==> config.mk <==
export PLATFORM = sky130hd
export DESIGN_NAME = multi_cycle_ctrl_flat
export DESIGN_NICKNAME = d
export VERILOG_FILES = /design/src/rtl/multi_cycle_ctrl_if.sv /design/src/rtl/multi_cycle_ctrl.sv /design/src/flat_wrapper.sv
export SDC_FILE = /design/constraint.sdc
export NUM_CORES = 1
export LEC_CHECK = 0
export BUFFER_PORTS_ARGS = -buffer_cell sky130_fd_sc_hd__buf_2
export CORE_MARGIN = 4
export CORE_UTILIZATION = 30
export DETAILED_ROUTE_END_ITERATION = 10
export GPL_TIMING_DRIVEN = 0
export PLACE_DENSITY = 0.7
export SLEW_MARGIN = 20
export SYNTH_ARGS = -nofsm -noshare
export SYNTH_HDL_FRONTEND = slang
export SYNTH_SLANG_ARGS = --single-unit
==> constraint.sdc <==
create_clock -name clk -period 2.98 [get_ports clk]
set_input_delay 0.149 -clock clk [delete_from_list [all_inputs] [get_ports clk]]
set_output_delay 0.149 -clock clk [all_outputs]
set_load 0.01 [all_outputs]
==> src/rtl/multi_cycle_ctrl_if.sv <==
// Control/status bundle between the multi-cycle controller (master) and the
// datapath/memory side (slave).
interface multi_cycle_ctrl_if;
    logic [31:0] inst;
    logic        imem_ready;
    logic        dmem_ready;
    logic        ir_wen;
    logic        pc_wen;
    logic        rf_wen;
    logic        dm_req;
    logic [3:0]  dm_wen;
    logic [2:0]  state;
    logic        inst_done;
    logic [31:0] cycle_cnt;
    logic [31:0] inst_cnt;

    modport master (
        input  inst, imem_ready, dmem_ready,
        output ir_wen, pc_wen, rf_wen, dm_req, dm_wen, state, inst_done,
               cycle_cnt, inst_cnt
    );

    modport slave (
        output inst, imem_ready, dmem_ready,
        input  ir_wen, pc_wen, rf_wen, dm_req, dm_wen, state, inst_done,
               cycle_cnt, inst_cnt
    );
endinterface

==> src/rtl/multi_cycle_ctrl.sv <==
// Five-state (IF/ID/EX/MEM/WB) control FSM for a multi-cycle MIPS-like core.
// Define MULTI_CYCLE_PERF_CNT_EN to build the cycle/instruction counters.
module multi_cycle_ctrl (
    input  logic               clk,
    input  logic               resetn,
    multi_cycle_ctrl_if.master bus
);

    typedef enum logic [2:0] {
        S_IF  = 3'd0,
        S_ID  = 3'd1,
        S_EX  = 3'd2,
        S_MEM = 3'd3,
        S_WB  = 3'd4
    } state_e;

    typedef enum logic [2:0] {
        C_ALU = 3'd0,
        C_LD  = 3'd1,
        C_ST  = 3'd2,
        C_BR  = 3'd3,
        C_INV = 3'd4
    } cls_e;

    state_e state_q, state_d;
    cls_e   cls_q, cls_d;
    cls_e   inst_cls;

    logic [5:0] op;
    logic [4:0] rs;
    logic [4:0] sa;
    logic [5:0] funct;
    logic       unused_inst_bits;

    logic       ir_wen_c;
    logic       pc_wen_c;
    logic       rf_wen_c;
    logic       dm_req_c;
    logic [3:0] dm_wen_c;
    logic       inst_done_c;

    assign op               = bus.inst[31:26];
    assign rs               = bus.inst[25:21];
    assign sa               = bus.inst[10:6];
    assign funct            = bus.inst[5:0];
    assign unused_inst_bits = ^bus.inst[20:11];

    // Instruction class; only sampled into cls_q while in ID.
    always_comb begin
        inst_cls = C_INV;
        case (op)
            6'b000010, 6'b000100, 6'b000101: inst_cls = C_BR;
            6'b100011:                       inst_cls = C_LD;
            6'b101011:                       inst_cls = C_ST;
            6'b001001, 6'b001111, 6'b100010: inst_cls = C_ALU;
            6'b000000: begin
                case (funct)
                    6'b100001, 6'b100011, 6'b101010, 6'b100100, 6'b100111,
                    6'b100101, 6'b100110, 6'b010001, 6'b010101: begin
                        if (sa == 5'd0) inst_cls = C_ALU;
                    end
                    6'b000000, 6'b000010: begin
                        if (rs == 5'd0) inst_cls = C_ALU;
                    end
                    default: inst_cls = C_INV;
                endcase
            end
            default: inst_cls = C_INV;
        endcase
    end

    always_comb begin
        // NOTE: every output of this block gets a default first so no path
        // leaves a signal unassigned, which would otherwise infer a latch.
        state_d     = S_IF;
        cls_d       = cls_q;
        ir_wen_c    = 1'b0;
        pc_wen_c    = 1'b0;
        rf_wen_c    = 1'b0;
        dm_req_c    = 1'b0;
        dm_wen_c    = 4'h0;
        inst_done_c = 1'b0;

        case (state_q)
            S_IF: begin
                ir_wen_c = bus.imem_ready;
                state_d  = bus.imem_ready ? S_ID : S_IF;
            end
            S_ID: begin
                cls_d = inst_cls;
                if (inst_cls == C_BR || inst_cls == C_INV) begin
                    pc_wen_c    = 1'b1;
                    inst_done_c = 1'b1;
                    state_d     = S_IF;
                end else begin
                    state_d = S_EX;
                end
            end
            S_EX: begin
                state_d = (cls_q == C_LD || cls_q == C_ST) ? S_MEM : S_WB;
            end
            S_MEM: begin
                dm_req_c = 1'b1;
                dm_wen_c = (cls_q == C_ST) ? 4'hF : 4'h0;
                if (!bus.dmem_ready) begin
                    state_d = S_MEM;
                end else if (cls_q == C_ST) begin
                    pc_wen_c    = 1'b1;
                    inst_done_c = 1'b1;
                    state_d     = S_IF;
                end else begin
                    state_d = S_WB;
                end
            end
            S_WB: begin
                rf_wen_c    = 1'b1;
                pc_wen_c    = 1'b1;
                inst_done_c = 1'b1;
                state_d     = S_IF;
            end
            default: state_d = S_IF;
        endcase
    end

    always_ff @(posedge clk) begin
        // NOTE: state flops use non-blocking assignments so every flop samples
        // the pre-edge values regardless of statement order.
        if (!resetn) begin
            state_q <= S_IF;
            cls_q   <= C_INV;
        end else begin
            state_q <= state_d;
            cls_q   <= cls_d;
        end
    end

    // Strobes are gated combinationally so nothing fires during reset.
    assign bus.ir_wen    = resetn & ir_wen_c;
    assign bus.pc_wen    = resetn & pc_wen_c;
    assign bus.rf_wen    = resetn & rf_wen_c;
    assign bus.dm_req    = resetn & dm_req_c;
    assign bus.dm_wen    = resetn ? dm_wen_c : 4'h0;
    assign bus.inst_done = resetn & inst_done_c;
    assign bus.state     = state_q;

`ifdef MULTI_CYCLE_PERF_CNT_EN
    logic [31:0] cycle_cnt_q, cycle_cnt_d;
    logic [31:0] inst_cnt_q, inst_cnt_d;

    always_comb begin
        cycle_cnt_d = cycle_cnt_q + 32'd1;
        inst_cnt_d  = inst_cnt_q + {31'd0, inst_done_c};
    end

    always_ff @(posedge clk) begin
        if (!resetn) begin
            cycle_cnt_q <= 32'd0;
            inst_cnt_q  <= 32'd0;
        end else begin
            cycle_cnt_q <= cycle_cnt_d;
            inst_cnt_q  <= inst_cnt_d;
        end
    end

    assign bus.cycle_cnt = cycle_cnt_q;
    assign bus.inst_cnt  = inst_cnt_q;
`else
    assign bus.cycle_cnt = 32'd0;
    assign bus.inst_cnt  = 32'd0;
`endif

endmodule

==> src/flat_wrapper.sv <==
// flat-port wrapper written by rule: the top's interface ports become plain ports
module multi_cycle_ctrl_flat 
  (clk, resetn, bus_inst, bus_imem_ready, bus_dmem_ready, bus_ir_wen, bus_pc_wen, bus_rf_wen, bus_dm_req, bus_dm_wen, bus_state, bus_inst_done, bus_cycle_cnt, bus_inst_cnt);
  multi_cycle_ctrl_if bus_i ();
  input  logic clk;
  input  logic resetn;
  input wire logic [$bits(bus_i.inst)-1:0] bus_inst;
  input wire logic [$bits(bus_i.imem_ready)-1:0] bus_imem_ready;
  input wire logic [$bits(bus_i.dmem_ready)-1:0] bus_dmem_ready;
  output wire logic [$bits(bus_i.ir_wen)-1:0] bus_ir_wen;
  output wire logic [$bits(bus_i.pc_wen)-1:0] bus_pc_wen;
  output wire logic [$bits(bus_i.rf_wen)-1:0] bus_rf_wen;
  output wire logic [$bits(bus_i.dm_req)-1:0] bus_dm_req;
  output wire logic [$bits(bus_i.dm_wen)-1:0] bus_dm_wen;
  output wire logic [$bits(bus_i.state)-1:0] bus_state;
  output wire logic [$bits(bus_i.inst_done)-1:0] bus_inst_done;
  output wire logic [$bits(bus_i.cycle_cnt)-1:0] bus_cycle_cnt;
  output wire logic [$bits(bus_i.inst_cnt)-1:0] bus_inst_cnt;
  assign bus_i.inst = bus_inst;
  assign bus_i.imem_ready = bus_imem_ready;
  assign bus_i.dmem_ready = bus_dmem_ready;
  assign bus_ir_wen = bus_i.ir_wen;
  assign bus_pc_wen = bus_i.pc_wen;
  assign bus_rf_wen = bus_i.rf_wen;
  assign bus_dm_req = bus_i.dm_req;
  assign bus_dm_wen = bus_i.dm_wen;
  assign bus_state = bus_i.state;
  assign bus_inst_done = bus_i.inst_done;
  assign bus_cycle_cnt = bus_i.cycle_cnt;
  assign bus_inst_cnt = bus_i.inst_cnt;
  multi_cycle_ctrl u_core (.clk(clk), .resetn(resetn), .bus(bus_i));
endmodule
==> impl_summary.txt <==
----------------------------------------------------
[Clock tree]
  Clock Latency Late Sink ... 240 ps
  Post-CTS clock slew at the launch and capture registers of the worst setup and hold paths ... 40 ps
  PostCTS Resize Cnt ... 0
  Hold_buf cts ... 0
  H-Tree Level Count ... 1
  Sinks on Clock Net ... 6
  TritonCTS clock tree ... built
  CTS Buf Count ... 3
  Maximum number of buffers from clock root to sink ... 2
  Root Driver ... sky130_fd_sc_hd__clkbuf_4
  Setup fix buffers added after clock tree synthesis ... 0

[Min path]
  Worst hold path depth ... 2
  Class of the most critical hold timing path ... in2reg

[Synthesis]
  Number of distinct library cell variants in the gate-level netlist after synthesis ... 34
  Mux cell area share after synthesis ... 0.923%
  Combinational family with the most area after synthesis ... buffers and inverters
  Number of enable-type register cells in the synthesized netlist ... 0
  Yosys top cell by area ... sky130_fd_sc_hd__buf_4
  Xor-xnor portion of the synthesized cell area ... 0.807%
  Number of instances in the synthesized netlist ... 145
  Fraction of synthesis flops using an asynchronous set or reset pin ... 0%
  Synth Flop Type ... sky130_fd_sc_hd__dfxtp_1
  Sequential share of the synthesized area ... 11.1%
  Portion of synthesized cell area occupied by the leading cell type ... 47.1%
  Fraction of the mapped netlist area in adder cells ... 0%
  Post-Synth Simple-Gate Area ... 22.3%
  Synth Warn # ... 0
  Area of the mapped netlist ... 0.00108 mm^2
  Mean instance size in the synthesized netlist ... 7.48 um^2
  Compound-Gate Fraction of Synth Area ... 15.8%
  Synthesized flop and latch total ... 6
  Largest cells by area after synthesis ... sky130_fd_sc_hd__buf_4, sky130_fd_sc_hd__dfxtp_1, sky130_fd_sc_hd__nor2_1

[Die]
  Die area ... 0.00464 mm^2
  Core ar. ... 0.00342 mm^2
  Row cnt ... 21
  Number of top-level pins ... 112
  Die width ... 68.1 um
  DIE HEIGHT ... 68.1 um
  Effective utilization at floorplan ... 31.8%

[Detailed routing]
  Average wire per cell in the routed design ... 8.16 um
  Count of unresolved DRC violations after routing ... 0
  Number of nets still failing antenna checks after routing ... 0
  First-pass iteration count of the detailed router ... 3
  Vias per inst ... 3.56
  Detailed-route via count ... 1047
  Sum of routed wire length over all layers ... 2.40 mm
  DRT iter0 DRCs ... 47

[Setup path]
  Critical path data required time ... 2830 ps
  Cell with the largest stage delay on the worst path ... sky130_fd_sc_hd__dfxtp_1
  Maximum net fanout on the critical path ... 5
  Endpoint of the worst register-to-register path ... u_core.cls_q[0]
  Critical path start-end classification ... reg2out
  First element of the critical path ... u_core.cls_q[1]
  Cell family with the largest share of critical-path delay ... compound AO/OA/AOI/OAI gates
  Endpoint of the worst setup timing path ... bus_pc_wen
  Startpoint Class ... flip-flop
  Worst Path Arrival ... 1800 ps
  Kind of end point of the critical path ... primary output
  RR Startpoint ... u_core.bus.state[1]
  Cell-by-cell listing of the critical path ... nor3b_1, nand2_1, a21oi_1, o21ai_0, a41oi_1, buf_4, buf_2
  Slowest cell delay on critical path ... 400 ps
  Depth of the most critical reg-to-reg path ... 5
  Worst path depth ... 7
  Setup slack of the worst register-to-register path ... 1730 ps
  Total buffers and inverters traversed by the critical path ... 2

[Timing]
  Clock Skew ... 1.37 ps
  Count of final setup violators ... 0
  Total negative slack ... 0 ps
  Max Clock Freq ... 512 MHz
  Period utilization ... 65.6%
  Final Slew Violations ... 0
  Hold_ws ... 244 ps
  Post-route minimum period ... 1950 ps
  Number of hold violations in the final report ... 0
  Unrepaired setup endpoints after global routing ... false

[Placed design]
  Placer congestion estimate ... 0.740
  Placed inst area ... 0.00156 mm^2
  HPWL Detailed ... 2.17 mm
  Number of buffers added on ports ... 37

[Cells and area]
  Signed area change from the synthesized netlist to the final layout ... 46.3%
  Post-route cell area ... 0.00159 mm^2
  Count of antenna diodes in the layout ... 0
  Layout Nets ... 286
  Filler cells ... 363
  Fraction of final layout cells sized beyond drive strength 1 ... 44.8%
  Commonest non-fill, non-tap cells in the layout ... sky130_fd_sc_hd__buf_4, sky130_fd_sc_hd__conb_1, sky130_fd_sc_hd__buf_2
  Most common cell after layout, fill and taps aside ... sky130_fd_sc_hd__buf_4

[Pwr]
  Pleak ... 0.944 nW
  Pwr/cell area ... 202 mW/mm^2
  Highest ir drop seen on vdd ... 0.0892 mV

[Run status]
  Status ... finished, final reports clean

[Global route]
  Maximum number of pins on one net before global-route repair ... 10
  Global-route wire length before repair ... 3.42 mm
  Overflow after GRT ... 0
  Total global-route track usage ... 9.22%
  Number of global-route vias before repair ... 811
  Number of antenna violations at the first check in global routing ... 0

[Run]
  Number of maximum-capacitance violations ... 0

----------------------------------------------------
[kinds of logic after synthesis]
logic type,after synthesis
other cells,1
compound gates,22
xor+xnor,1
mux,1
flops,6
simple gates,41
buf+inv,73
[power by group]
part | internal (W) | switching [W]
Clock | 0.0000455 | 0.0000281
Sequential | 0.0000824 | 0.00000272
Combinational | 0.0000822 | 0.0000789
Total | 0.000210 | 0.000110
[per-stage QoR]
stage / power (W) / cells / util, % / setup slack (ps)
floorplan: 0.000211 / 208 / - / 1360
global placement: 0.000242 / 291 / 45.8 / 1130
detailed placement: 0.000243 / 291 / 45.8 / 1130
CTS: 0.000320 / 294 / 46.4 / 987
global route: 0.000348 / 294 / 46.4 / 764
finish: 0.000320 / 294 / 46.4 / 1030
[registers in the layout (all words and copies together), names as in the netlist]
signal,count
u_core.cls_q,3
u_core.bus.state,3
[worst min-delay path by stage]
| stage | start | end |
|---|---|---|
| after global placement | resetn | u_core.cls_q[0] |
| final | resetn | u_core.cls_q[1] |
| after floorplan | resetn | u_core.cls_q[1] |
| after detailed placement | resetn | u_core.cls_q[0] |
| after global routing | resetn | u_core.cls_q[0] |
| after CTS | resetn | u_core.cls_q[2] |
[final cells by class]
| class | instances | area, um^2 | area share, % |
|---|---|---|---|
| buffer | 69 | 514 | 32.4 |
| clock buffer | 3 | 22.5 | 1.42 |
| inverter | 4 | 15.0 | 0.946 |
| multi-input combinational | 129 | 672 | 42.4 |
| sequential | 6 | 120 | 7.57 |
| tap | 46 | 57.6 | 3.63 |
| timing repair buffer | 37 | 185 | 11.7 |
[layer usage]
| layer | global-route usage (%) | vias up | wire, um |
|---|---|---|---|
| met5 | 0 | - | 0 |
| met4 | 2.98 | 0 | 19 |
| met3 | 1.81 | 2 | 241 |
| met2 | 15.9 | 51 | 1190 |
| met1 | 11.4 | 419 | 948 |
| li1 | - | 575 | - |
[Yosys cell counts, types with 2 or more instances]
library cell / instances
sky130_fd_sc_hd__buf_4: 68
sky130_fd_sc_hd__nor2_1: 9
sky130_fd_sc_hd__a21oi_1: 6
sky130_fd_sc_hd__dfxtp_1: 6
sky130_fd_sc_hd__nor3_1: 6
sky130_fd_sc_hd__nand2b_1: 5
sky130_fd_sc_hd__inv_1: 4
sky130_fd_sc_hd__nor3b_1: 4
sky130_fd_sc_hd__a41oi_1: 3
sky130_fd_sc_hd__nand2_1: 3
sky130_fd_sc_hd__nor2b_1: 3
sky130_fd_sc_hd__a22oi_1: 2
sky130_fd_sc_hd__and2_1: 2
sky130_fd_sc_hd__nand3b_1: 2
sky130_fd_sc_hd__nor4_1: 2
sky130_fd_sc_hd__o41ai_2: 2
Power figures use the tool's default switching activity.
